`config.mk`:
```
export PLATFORM = sky130hd
export DESIGN_NAME = jtframe_rom_slots_flat
export DESIGN_NICKNAME = d
export VERILOG_FILES = /design/src/rtl/jtframe_rom_slots_if.sv /design/src/rtl/jtframe_rom_slots.sv /design/src/flat_wrapper.sv
export SDC_FILE = /design/constraint.sdc
export NUM_CORES = 1
export LEC_CHECK = 0
export BUFFER_PORTS_ARGS = -buffer_cell sky130_fd_sc_hd__buf_2
export CORE_MARGIN = 2
export CORE_UTILIZATION = 52
export DETAILED_ROUTE_END_ITERATION = 10
export PLACE_DENSITY_LB_ADDON = 0.08
export SYNTH_ARGS = -nofsm -noshare
export SYNTH_HDL_FRONTEND = slang
export SYNTH_SLANG_ARGS = --single-unit
```
`constraint.sdc`:
```
create_clock -name clk -period 5.4 [get_ports clk]
set_clock_uncertainty 0.15 [all_clocks]
set_input_delay 0.27 -clock clk [delete_from_list [all_inputs] [get_ports clk]]
set_output_delay 0.27 -clock clk [all_outputs]
set_load 0.01 [all_outputs]
```
`src/rtl/jtframe_rom_slots_if.sv`:
```
// Bus between the ROM request clients, the SDRAM read port and the slot responder.
// The responder takes the slave modport; the clients and SDRAM controller side take the master modport.
interface jtframe_rom_slots_if #(
    parameter int SLOTS  = 4,
    parameter int SDRAMW = 22
);
    logic [SLOTS-1:0]        slot_req;
    logic [SLOTS*SDRAMW-1:0] slot_addr;
    logic [SLOTS-1:0]        slot_we;
    logic [SLOTS-1:0]        slot_dst;
    logic [SLOTS-1:0]        slot_din_ok;
    logic [15:0]             slot_din;
    logic                    sdram_rd;
    logic [SDRAMW-1:0]       sdram_addr;
    logic                    sdram_ack;
    logic                    sdram_dok;
    logic [15:0]             sdram_din;

    modport master (
        output slot_req, slot_addr, sdram_ack, sdram_dok, sdram_din,
        input  slot_we, slot_dst, slot_din_ok, slot_din, sdram_rd, sdram_addr
    );

    modport slave (
        input  slot_req, slot_addr, sdram_ack, sdram_dok, sdram_din,
        output slot_we, slot_dst, slot_din_ok, slot_din, sdram_rd, sdram_addr
    );
endinterface

```
`src/rtl/jtframe_rom_slots.sv`:
```
// Round-robin SDRAM responder: grants one ROM client at a time, issues one read burst
// and steers the returned words back to that client with we/dst/din_ok strobes.
module jtframe_rom_slots #(
    parameter int SLOTS  = 4,
    parameter int SDRAMW = 22,
    parameter int BURST  = 2
) (
    input  logic               clk,
    input  logic               rst,
    jtframe_rom_slots_if.slave bus,
    output logic               busy,
    output logic [1:0]         sel
);
    localparam int            CW      = $clog2(BURST) + 1;
    localparam logic [CW-1:0] BURST_C = CW'(BURST);
    localparam logic [1:0]    PTR_RST = 2'(SLOTS - 1);

    typedef enum logic [2:0] {IDLE, REQ, WAIT, DATA, HOLD} state_t;

    state_t            state_q, state_d;
    logic [1:0]        ptr_q, ptr_d;
    logic [1:0]        sel_q, sel_d;
    logic [CW-1:0]     cnt_q, cnt_d;
    logic [SDRAMW-1:0] addr_q, addr_d;
    logic              rd_q, rd_d;
    logic [SLOTS-1:0]  we_q, we_d;
    logic [SLOTS-1:0]  dst_q, dst_d;
    logic [SLOTS-1:0]  ok_q, ok_d;
    logic [15:0]       din_q, din_d;

    logic              found;
    logic [1:0]        grant;
    logic [SDRAMW-1:0] grant_addr;
    logic [SLOTS-1:0]  sel_oh;
    logic              take_word;
    logic [CW-1:0]     cnt_inc;

    // Search slots above the pointer first, then wrap to the ones at or below it.
    always_comb begin
        found      = 1'b0;
        grant      = '0;
        grant_addr = '0;
        for (int i = 0; i < SLOTS; i++) begin
            if (!found && bus.slot_req[i] && (2'(i) > ptr_q)) begin
                found      = 1'b1;
                grant      = 2'(i);
                grant_addr = bus.slot_addr[i*SDRAMW +: SDRAMW];
            end
        end
        for (int i = 0; i < SLOTS; i++) begin
            if (!found && bus.slot_req[i] && (2'(i) <= ptr_q)) begin
                found      = 1'b1;
                grant      = 2'(i);
                grant_addr = bus.slot_addr[i*SDRAMW +: SDRAMW];
            end
        end
    end

    always_comb begin
        sel_oh = '0;
        for (int i = 0; i < SLOTS; i++) begin
            sel_oh[i] = (sel_q == 2'(i));
        end
    end

    assign cnt_inc = cnt_q + CW'(1);

    always_comb begin
        state_d   = state_q;
        ptr_d     = ptr_q;
        sel_d     = sel_q;
        cnt_d     = cnt_q;
        addr_d    = addr_q;
        rd_d      = rd_q;
        we_d      = we_q;
        dst_d     = '0;
        ok_d      = '0;
        din_d     = din_q;
        take_word = 1'b0;

        case (state_q)
            IDLE: begin
                if (found) begin
                    sel_d   = grant;
                    addr_d  = grant_addr;
                    rd_d    = 1'b1;
                    cnt_d   = '0;
                    state_d = REQ;
                end
            end
            REQ: begin
                if (bus.sdram_ack) begin
                    rd_d      = 1'b0;
                    state_d   = WAIT;
                    take_word = bus.sdram_dok;
                end
            end
            WAIT, DATA: take_word = bus.sdram_dok;
            HOLD: begin
                we_d    = '0;
                state_d = IDLE;
            end
            default: state_d = IDLE;
        endcase

        // A word may also land on the ack cycle, so word handling sits outside the case.
        if (take_word) begin
            din_d   = bus.sdram_din;
            ok_d    = sel_oh;
            we_d    = sel_oh;
            cnt_d   = cnt_inc;
            state_d = DATA;
            if (cnt_q == '0) begin
                dst_d = sel_oh;
            end
            if (cnt_inc == BURST_C) begin
                ptr_d   = sel_q;
                state_d = HOLD;
            end
        end
    end

    always_ff @(posedge clk or posedge rst) begin
        if (rst) begin
            state_q <= IDLE;
            ptr_q   <= PTR_RST;
            sel_q   <= '0;
            cnt_q   <= '0;
            addr_q  <= '0;
            rd_q    <= 1'b0;
            we_q    <= '0;
            dst_q   <= '0;
            ok_q    <= '0;
            din_q   <= '0;
        end else begin
            state_q <= state_d;
            ptr_q   <= ptr_d;
            sel_q   <= sel_d;
            cnt_q   <= cnt_d;
            addr_q  <= addr_d;
            rd_q    <= rd_d;
            we_q    <= we_d;
            dst_q   <= dst_d;
            ok_q    <= ok_d;
            din_q   <= din_d;
        end
    end

    assign bus.sdram_rd    = rd_q;
    assign bus.sdram_addr  = addr_q;
    assign bus.slot_we     = we_q;
    assign bus.slot_dst    = dst_q;
    assign bus.slot_din_ok = ok_q;
    assign bus.slot_din    = din_q;
    assign busy            = (state_q != IDLE);
    assign sel             = sel_q;
endmodule

```
`src/flat_wrapper.sv`:
```
// flat-port wrapper written by rule: the top's interface ports become plain ports
module jtframe_rom_slots_flat 
#(
    parameter int SLOTS  = 4,
    parameter int SDRAMW = 22,
    parameter int BURST  = 2
)
  (clk, rst, busy, sel, bus_slot_req, bus_slot_addr, bus_sdram_ack, bus_sdram_dok, bus_sdram_din, bus_slot_we, bus_slot_dst, bus_slot_din_ok, bus_slot_din, bus_sdram_rd, bus_sdram_addr);
  jtframe_rom_slots_if #(.SLOTS(SLOTS), .SDRAMW(SDRAMW)) bus_i ();
  input  logic clk;
  input  logic rst;
  output logic busy;
  output logic [1:0] sel;
  input wire logic [$bits(bus_i.slot_req)-1:0] bus_slot_req;
  input wire logic [$bits(bus_i.slot_addr)-1:0] bus_slot_addr;
  input wire logic [$bits(bus_i.sdram_ack)-1:0] bus_sdram_ack;
  input wire logic [$bits(bus_i.sdram_dok)-1:0] bus_sdram_dok;
  input wire logic [$bits(bus_i.sdram_din)-1:0] bus_sdram_din;
  output wire logic [$bits(bus_i.slot_we)-1:0] bus_slot_we;
  output wire logic [$bits(bus_i.slot_dst)-1:0] bus_slot_dst;
  output wire logic [$bits(bus_i.slot_din_ok)-1:0] bus_slot_din_ok;
  output wire logic [$bits(bus_i.slot_din)-1:0] bus_slot_din;
  output wire logic [$bits(bus_i.sdram_rd)-1:0] bus_sdram_rd;
  output wire logic [$bits(bus_i.sdram_addr)-1:0] bus_sdram_addr;
  assign bus_i.slot_req = bus_slot_req;
  assign bus_i.slot_addr = bus_slot_addr;
  assign bus_i.sdram_ack = bus_sdram_ack;
  assign bus_i.sdram_dok = bus_sdram_dok;
  assign bus_i.sdram_din = bus_sdram_din;
  assign bus_slot_we = bus_i.slot_we;
  assign bus_slot_dst = bus_i.slot_dst;
  assign bus_slot_din_ok = bus_i.slot_din_ok;
  assign bus_slot_din = bus_i.slot_din;
  assign bus_sdram_rd = bus_i.sdram_rd;
  assign bus_sdram_addr = bus_i.sdram_addr;
  jtframe_rom_slots #(.SLOTS(SLOTS), .SDRAMW(SDRAMW), .BURST(BURST)) u_core (.clk(clk), .rst(rst), .bus(bus_i), .busy(busy), .sel(sel));
endmodule
```
==> results.ini <==
[status]
status = complete, no violations

[timing]
finalCritPeriodShare_pct = 62.5
timing.fmax_ghz = 0.296
period_needed_ns = 3.37
slew_viol_final = 0
hold_viol = 0
timing.hold.ws_ns = 0.00253
setup_ws_ns = 2.03
setup_violations = 0
max_slew_margin_pct = 22.7
worst_slew_pin_slew_ns = 1.16
setup_tns_ns = 0
rsz0062_at_grt = no

[drt]
drc = 0
vias = 4182
vias_per_cell = 5.98
wl_per_cell_um = 17.2
drt-initial-drc-count = 345
wl_um = 12000
first_pass_iters = 6
antenna_left = 0

[power_and_ir_drop]
p_leak_nw = 2.38
power-per-cell-area_nw_per_um2 = 463
peakVddDrop_mv = 0.208

[logic_synthesis]
ys.flop_type = dfrtp_1
synth_compound_area_share_pct = 25.7
ys_ff_latch = 60
synth_cells = 439
synth_top_family_by_area = simple AND/OR/NAND/NOR gates
synth_xor_area_share_pct = 0
async_flop_share_pct = 100
syn_area_um2 = 3790
synth_most_common_cell = nand2_1
synth_nets = 553
synth.top_cells.by_count = nand2_1, dfrtp_1, o21ai_0
synth-edff-count = 0
syn_avg_cell_area_um2 = 8.64
ys_types = 46
synth_seq_area_share_pct = 39.6
yosys.area_share.simple_pct = 27.0
yosysTopAreaCell = dfrtp_1
netlist_top_cells_area = dfrtp_1, nor3b_1, nand2_1
yosysTopAreaCellShare_pct = 38.3
synth_fa_ha_area_share_pct = 0.660
muxShareOfSynthArea_pct = 1.15
yosys_warnings = 0

[run]
maxCapViolCount = 0

[worst_setup_path]
worst-path-max-fanout = 27
cp_cell_sequence = nand2b_1, a21oi_2, nor2_1, a2111oi_0, o32ai_1
max_stage_delay_ns = 1.08
slowest_stage = a21oi_2
cp-start-kind = flip-flop
critPathKind = flip-flop to flip-flop
arrival_ns = 3.43
cp-end-kind = flip-flop
crit_required_ns = 5.45
regToRegSetupSlack_ns = 2.03

[placement]
finalWeightedCongestion = 0.842
placement.io_buffers = 165
preCtsSetupSlack_ns = 2.00
dp_hpwl_um = 7860

[floorplanning]
coreArea_um2 = 7180
ios = 166
die_w_um = 89.4
floorplan.initialDensity_pct = 52.9
dieArea_um2 = 8000
fp.dieH_um = 89.4
rows = 31

[final_layout]
final_nets = 709
final_core_util_pct = 68.5
num_antenna_cells = 0
regArea_um2 = 1500
drive_above_1_share_pct = 34.2
multi_input_area_um2 = 2080
fill_cells = 594
area_growth_pct = 29.6

[clock_tree]
clock_latency_ns = 0.33
cts_made_buffers = 9
path_clk_slew_ns = 0.07
h-tree-depth = 3
cts_setup_buffers = 0
cts.root.buffer_cell = clkbuf_8
cts_max_path_buffers = 2
cts_tree = done
cts_sinks = 60

[global_routing]
grt_usage_pct = 29.5
met3_usage_pct = 5.36
grt_first_pass_wirelength_um = 18300
grtUsageMet1_pct = 38.8
antenna_found_initial = 0
busiest_layer = met2
grt_max_degree = 61
grt-ovfl-total = 0
met2_usage_pct = 48.4
grt_pass1_vias = 3815

[hold_path]
hold_class = input port to asynchronous set/reset pin

==> per-layer routing <==
metal,vias to the layer above,wire length (um)
met5,-,0
met4,0,206
met3,23,1120
met2,260,5710
met1,1955,4940
li1,1944,-
==> final timing paths <==
| kind | cells after the start | from | end |
|---|---|---|---|
| min | 3 | rst | u_core.bus.slot_din[5] |
| max in group asynchronous | 3 | rst | u_core.bus.sdram_addr[21] |
| min reg2reg | 2 | u_core.bus.slot_din[2] | u_core.bus.slot_din[2] |
| max reg2reg | 5 | u_core.ptr_q[0] | u_core.bus.sdram_addr[16] |
| max | 5 | u_core.ptr_q[0] | u_core.bus.sdram_addr[16] |
| min in group clk | 3 | bus_slot_addr[81] | u_core.bus.sdram_addr[15] |
==> registers in the layout, indices dropped and copies added (netlist names), 3 cells and up <==
signal and cells:
u_core.bus.slot_we 4, u_core.bus.sdram_addr 22, u_core.bus.slot_dst 4, u_core.bus.slot_din_ok 4, u_core.state_q 3, u_core.bus.slot_din 16
==> cell usage in the layout, fill, tap and decap left out, types with 6 or more instances in the layout <==
cell           synthesis  routed
a22oi_1               19      19
a31oi_1               18      18
a21oi_1                8       8
dfrtp_1               58      58
inv_1                  7       6
o21ai_1               14      13
buf_2                 18     165
a2111oi_0             21      21
dlygate4sd3_1          0      16
nand2_1               63      63
clkbuf_8               0      10
o21ai_0               45      45
and3b_1               18      18
nor3b_1               40      39
nor2_1                19      19
==> per-stage QoR <==
| step | total power, mW | instance area, um^2 | std cells |
|---|---|---|---|
| 3_5_place_dp | 1.91 | 4590 | 667 |
| 3_3_place_gp | 1.87 | 4590 | 667 |
| 2_1_floorplan | 1.54 | 3790 | 439 |
| 5_1_grt | 2.46 | 4920 | 699 |
| 6_report | 2.28 | 4920 | 699 |
| 4_1_cts | 2.28 | 4920 | 699 |
==> power breakdown <==
group	internal (mW)	switching [mW]	total, mW	leakage, nW
Sequential	0.650	0.176	0.825	0.752
Combinational	0.459	0.633	1.09	1.55
Clock	0.178	0.183	0.361	0.0824
Total	1.29	0.991	2.28	2.38
==> cell families (layout without fill, tap and decap cells) <==
logic type,Yosys count,after routing
multiplexers,4,4
flip-flops,60,60
AO/OA/AOI/OAI,148,148
AND/OR/NAND/NOR,178,178
adder cells (fa/ha/maj),2,2
buffers and inverters,47,208
==> what timing repair did <==
action	4_1_cts	5_1_grt
hold endpoints to repair	16	0
hold buffers	16	0
setup endpoints to repair	0	0
resized for setup	0	0
==> cell type report <==
| class | instances | share of cell area [%] |
|---|---|---|
| sequential | 60 | 30.6 |
| timing repair buffer | 185 | 20.7 |
| inverter | 7 | 0.534 |
| multi-input combinational | 332 | 42.2 |
| clock buffer | 12 | 2.95 |
| clock inverter | 4 | 0.509 |
| tap | 99 | 2.52 |
==> worst max-delay path, delay by kind of cell (launching register included) <==
| kind | cells | cell delay (ns) |
|---|---|---|
| AOI/OAI and AO/OA | 3 | 1.75 |
| and+or+nand+nor | 2 | 0.85 |
| DFF | 1 | 0.50 |
(Power assumes the default switching activity.)
